--- config.mk ---
export PLATFORM = sky130hd
export DESIGN_NAME = imem_axil_rd_slave
export DESIGN_NICKNAME = d
export VERILOG_FILES = /design/src/rtl/imem_axil_rd_slave.sv
export SDC_FILE = /design/constraint.sdc
export NUM_CORES = 1
export LEC_CHECK = 0
export ABC_AREA = 1
export CAP_MARGIN = 20
export CORE_UTILIZATION = 31
export DETAILED_ROUTE_END_ITERATION = 8
export PLACE_DENSITY = 0.53
export SLEW_MARGIN = 30
export SYNTH_ARGS = -nofsm -noshare
export SYNTH_HDL_FRONTEND = slang
export SYNTH_HIERARCHICAL = 1
export SYNTH_SLANG_ARGS = --single-unit
--- constraint.sdc ---
create_clock -name clk -period 6.2 [get_ports clk]
set_input_delay 0.62 -clock clk [delete_from_list [all_inputs] [get_ports clk]]
set_output_delay 0.62 -clock clk [all_outputs]
set_load 0.01 [all_outputs]
--- src/rtl/imem_axil_rd_slave.sv ---
// AXI-lite read-only slave in front of the instruction SRAM: one SRAM read per
// accepted AR beat, responses returned in order through a small FIFO.

module imem_axil_rd_slave_chk #(
  parameter int unsigned RESP_DEPTH = 2,
  parameter int unsigned CW         = 2
) (
  input logic          clk,
  input logic          rst,
  input logic          push_s,
  input logic          pop_s,
  input logic [CW-1:0] count_q
);
  a_no_push_full: assert property (@(posedge clk) disable iff (rst)
    push_s |-> ((count_q < CW'(RESP_DEPTH)) || pop_s));
  a_no_pop_empty: assert property (@(posedge clk) disable iff (rst)
    pop_s |-> (count_q != {CW{1'b0}}));
endmodule

module imem_axil_rd_slave #(
  parameter int unsigned        ADDR_W     = 32,
  parameter int unsigned        DATA_W     = 64,
  parameter logic [ADDR_W-1:0]  BASE_ADDR  = 32'h8000_0000,
  parameter int unsigned        MEM_WORDS  = 4096,
  parameter int unsigned        RESP_DEPTH = 2
) (
  input  logic                          clk,
  input  logic                          rst,
  input  logic                          ARVALID,
  input  logic [ADDR_W-1:0]             ARADDR,
  output logic                          ARREADY,
  output logic                          RVALID,
  output logic [DATA_W-1:0]             RDATA,
  output logic [1:0]                    RRESP,
  input  logic                          RREADY,
  output logic                          sram_en,
  output logic [$clog2(MEM_WORDS)-1:0]  sram_addr,
  input  logic [DATA_W-1:0]             sram_rdata,
  output logic [15:0]                   err_cnt
);
  localparam int unsigned       AW          = $clog2(MEM_WORDS);
  localparam int unsigned       PW          = (RESP_DEPTH > 1) ? $clog2(RESP_DEPTH) : 1;
  localparam int unsigned       CW          = $clog2(RESP_DEPTH + 1);
  localparam logic [ADDR_W-1:0] WIN_BYTES   = ADDR_W'(MEM_WORDS * 8);
  localparam logic [1:0]        RESP_OKAY   = 2'b00;
  localparam logic [1:0]        RESP_SLVERR = 2'b10;

  function automatic logic [PW-1:0] ptr_inc(input logic [PW-1:0] p);
    if (p == PW'(RESP_DEPTH - 1)) begin
      return {PW{1'b0}};
    end else begin
      return p + PW'(1'b1);
    end
  endfunction

  logic [ADDR_W-1:0] off_s;
  logic              in_range_s, arready_s, ar_fire_s, r_fire_s, push_s, pop_s;
  logic [CW:0]       occ_s;

  logic [DATA_W-1:0] data_q [RESP_DEPTH];
  logic [DATA_W-1:0] data_d [RESP_DEPTH];
  logic [1:0]        resp_q [RESP_DEPTH];
  logic [1:0]        resp_d [RESP_DEPTH];
  logic [PW-1:0]     head_q, head_d, tail_q, tail_d;
  logic [CW-1:0]     count_q, count_d;
  logic              inflight_q, inflight_d, err_pending_q, err_pending_d;
  logic [15:0]       err_cnt_q, err_cnt_d;

  // Occupancy counts the FIFO plus the read still in the SRAM pipe, net of this cycle's pop.
  assign off_s      = ARADDR - BASE_ADDR;
  assign in_range_s = off_s < WIN_BYTES;
  assign occ_s      = {1'b0, count_q} + {{CW{1'b0}}, inflight_q} - {{CW{1'b0}}, r_fire_s};
  assign arready_s  = occ_s < (CW + 1)'(RESP_DEPTH);
  assign ar_fire_s  = ARVALID & arready_s;
  assign r_fire_s   = RVALID & RREADY;
  assign push_s     = inflight_q;
  assign pop_s      = r_fire_s;

  assign ARREADY   = arready_s;
  assign RVALID    = (count_q != {CW{1'b0}});
  assign RDATA     = RVALID ? data_q[head_q] : {DATA_W{1'b0}};
  assign RRESP     = RVALID ? resp_q[head_q] : RESP_OKAY;
  assign sram_en   = ar_fire_s & in_range_s;
  assign sram_addr = off_s[3 +: AW];
  assign err_cnt   = err_cnt_q;

  always_comb begin
    data_d        = data_q;
    resp_d        = resp_q;
    head_d        = head_q;
    tail_d        = tail_q;
    count_d       = count_q;
    err_cnt_d     = err_cnt_q;
    inflight_d    = ar_fire_s;
    err_pending_d = err_pending_q;

    if (ar_fire_s) begin
      err_pending_d = ~in_range_s;
    end else begin
      err_pending_d = err_pending_q;
    end

    // Errored reads never enabled the SRAM, so its output is masked to zero.
    if (push_s) begin
      data_d[tail_q] = err_pending_q ? {DATA_W{1'b0}} : sram_rdata;
      resp_d[tail_q] = err_pending_q ? RESP_SLVERR : RESP_OKAY;
      tail_d         = ptr_inc(tail_q);
    end else begin
      tail_d = tail_q;
    end

    if (pop_s) begin
      head_d = ptr_inc(head_q);
    end else begin
      head_d = head_q;
    end

    case ({push_s, pop_s})
      2'b10:   count_d = count_q + CW'(1'b1);
      2'b01:   count_d = count_q - CW'(1'b1);
      default: count_d = count_q;
    endcase

    if (r_fire_s && (RRESP == RESP_SLVERR) && (err_cnt_q != 16'hFFFF)) begin
      err_cnt_d = err_cnt_q + 16'd1;
    end else begin
      err_cnt_d = err_cnt_q;
    end
  end

  always_ff @(posedge clk) begin
    if (rst) begin
      data_q        <= '{default: {DATA_W{1'b0}}};
      resp_q        <= '{default: RESP_OKAY};
      head_q        <= {PW{1'b0}};
      tail_q        <= {PW{1'b0}};
      count_q       <= {CW{1'b0}};
      inflight_q    <= 1'b0;
      err_pending_q <= 1'b0;
      err_cnt_q     <= 16'h0000;
    end else begin
      data_q        <= data_d;
      resp_q        <= resp_d;
      head_q        <= head_d;
      tail_q        <= tail_d;
      count_q       <= count_d;
      inflight_q    <= inflight_d;
      err_pending_q <= err_pending_d;
      err_cnt_q     <= err_cnt_d;
    end
  end

  imem_axil_rd_slave_chk #(
    .RESP_DEPTH(RESP_DEPTH),
    .CW        (CW)
  ) u_chk (
    .clk    (clk),
    .rst    (rst),
    .push_s (push_s),
    .pop_s  (pop_s),
    .count_q(count_q)
  );
endmodule

==> flow_metrics.tcl <==
set metrics [dict create \
    outcome "finished clean" \
    nets 1227 \
    rsz0062_at_grt "no" \
    dpl.hpwl_um 12380 \
    cp.arrival_ns 3.48 \
    post-synth-top-area-cell "dfxtp_1" \
    drtAntennaViolNets 0 \
    pin_count 197 \
    tritoncts "built" \
    grt_overflow 0 \
    synth-warning-count 6 \
    cp-end-kind "primary output" \
    layout_commonest_cell "nand2_1" \
    diodes 0 \
    startpoint_type "primary input" \
    dp_cells 1385 \
    routed_wl_um 20910 \
    min_path_type "reg -> reg" \
    syn_area_mm2 0.006908 \
    min_period_ns 4.098 \
    synth_cell_types 30 \
    slew_viol_final 0 \
    power_per_cell_area_mw_per_mm2 372.8 \
    rows 54 \
    vias 6796 \
    htreeDepth 4 \
    relSlewSlack_pct 37.51 \
    path_clk_slew_ns 0.06 \
    clkSinkCount 152 \
    grt_pass1_wl_um 33100 \
    drc_errors 0 \
    viasPerCell 4.796 \
    syn-num-nets 1115 \
    cts_buffers 17 \
    seq_area_frac_synth_pct 44.05 \
    clock_latency_ns 0.43 \
    fin_crit_sh_pct 66.10 \
    ir_drop_uv 231.3 \
    stdcell_count 1417 \
    p_leak_nw 3.388 \
    hold_viol 0 \
    synth_seq_cells 152 \
    grt_start_max_net_pins 95 \
    final_util_pct 42.09 \
    cts.root.buffer_cell "clkbuf_16" \
    critPathKind "in -> out" \
    grt_antenna_before_repair 0 \
    place_ws_ns 2.094 \
    dieArea_mm2 0.02288 \
    setup_viol 0 \
    die_height_um 151.3 \
    syn_inst 1012 \
    coreArea_mm2 0.02182 \
    tightest_slew_ns 0.9374 \
    grt_pass1_vias 6328 \
    initial_core_util_pct 31.65 \
    drive_above_1_share_pct 6.332 \
    first_pass_iters 5 \
    postLayoutSetupSlackWorst_ns 2.102 \
    wl_per_cell_um 14.75 \
    synth.top_cell.area_share_pct 44.05 \
    post-cts-setup-buffer-count 0 \
    ys_top_cells_by_area "dfxtp_1 44%, nand2_1 15%, a21oi_1 13%" \
    finClkSkew_ns 0.008917 \
    totalNegativeSetupSlack_ns 0 \
    gp_congestion 0.7520 \
    syn2layout_area_growth_pct 32.97 \
    die_x_um 151.3 \
    clock.fmax_ghz 0.2440 \
    first_iter_violations 405 \
    grt_use_total_pct 18.69 \
    drv_cap 0 \
    synth.avg_cell_area_um2 6.826 \
    path_max_fanout 5 \
    final_cell_mix "278 x nand2_1, 183 x a21oi_1, 167 x clkdlybuf4s50_1" \
    cp.required_ns 5.58 \
    placement.io_buffers 168 \
    cts.repair.resized 0 \
    clock_path_buffers 2 \
    cts_hold_buf 0 \
]
## cell type report
type | instances | area (µm²)
Sequential cell | 152 | 3044
Inverter | 48 | 181.4
Clock buffer | 17 | 425.4
Multi-Input combinational cell | 728 | 3296
Timing Repair Buffer | 177 | 1744
Tap cell | 280 | 350.3
Clock inverter | 15 | 143.9
Fill cell | 2284 | 12640
## registers in the layout, summed over array words and instances, names as in the netlist
register and cells:
head_q 1, data_q 128, inflight_q 1, err_pending_q 1, tail_q 1, count_q 2, resp_q 2, err_cnt 16
## metrics by stage
step / power [mW] / hold WS [ns] / area, µm²
after global placement: 2.442 / 0.4425 / 8616
after CTS: 3.471 / 0.4557 / 9185
after global routing: 3.656 / 0.4833 / 9185
final: 3.424 / 0.4553 / 9185
after floorplan: 1.989 / 0.4287 / 6908
after detailed placement: 2.449 / 0.4457 / 8616
## cells in the mapped netlist
| cell type | count |
|---|---|
| a21oi_2 | 3 |
| nor3_1 | 3 |
| fa_1 | 1 |
| xor2_1 | 3 |
| a21oi_1 | 183 |
| buf_6 | 1 |
| xnor2_1 | 3 |
| nand2_1 | 278 |
| clkinv_1 | 1 |
| conb_1 | 1 |
| dfxtp_1 | 152 |
| clkbuf_1 | 46 |
| o21ai_4 | 1 |
| nand2_2 | 5 |
| nor2_4 | 3 |
| nor2_2 | 5 |
| nor3b_1 | 1 |
| buf_1 | 8 |
| o21ai_0 | 102 |
| inv_1 | 37 |
| nand4_1 | 7 |
| buf_4 | 14 |
| inv_2 | 10 |
| o21ai_1 | 10 |
| nand3_1 | 13 |
| buf_2 | 15 |
| nor2_1 | 101 |
| or2_2 | 2 |
| ha_1 | 2 |
| nand3b_1 | 1 |
## per-layer routing
layer / part of all wire [%] / GRT usage, % / up-vias
met5: 0 / 0 / -
met4: 0.89 / 5.200 / 0
met3: 6.9 / 5.060 / 12
met2: 45 / 30.25 / 180
met1: 47 / 24.21 / 3103
li1: - / - / 3501
## kinds of logic after synthesis
| family | count (synthesis) | share of synthesized area [%] |
|---|---|---|
| compound gates | 299 | 21.99 |
| flops | 152 | 44.05 |
| fa+ha+maj | 3 | 0.6520 |
| simple gates | 419 | 24.18 |
| other cells | 1 | 0.05429 |
| xor+xnor | 6 | 0.7609 |
| buf+inv | 132 | 8.314 |
## final timing paths
path,startpoint,to,slack (ns),cells after the start
max,RREADY,sram_en,2.10,14
min,resp_q[1]$_SDFFE_PP0P_,resp_q[1]$_SDFFE_PP0P_,0.46,2
max reg2reg,count_q[1]$_SDFFE_PP0N_,err_pending_q$_SDFFE_PP0P_,3.66,15
min reg2reg,resp_q[1]$_SDFFE_PP0P_,resp_q[1]$_SDFFE_PP0P_,0.46,2
## power by group
group / total (mW) / internal, mW / leakage [nW] / switching, mW
Sequential: 1.25 / 1.16 / 1.23 / 0.0904
Combinational: 1.16 / 0.390 / 1.88 / 0.772
Clock: 1.01 / 0.561 / 0.273 / 0.452
## critical path: stages
cell and delay [ns]:
clkdlybuf4s50_1 0.47, nand2_1 0.13, nor2_1 0.20, inv_1 0.08, nand2_1 0.12, inv_1 0.06, nor2_1 0.11, inv_1 0.06
fa_1 0.48, nand2_1 0.05, nor2_1 0.10, nand2_1 0.12, nor2_1 0.25, clkdlybuf4s50_1 0.59
Note: power is estimated with default switching activity, not from simulation.
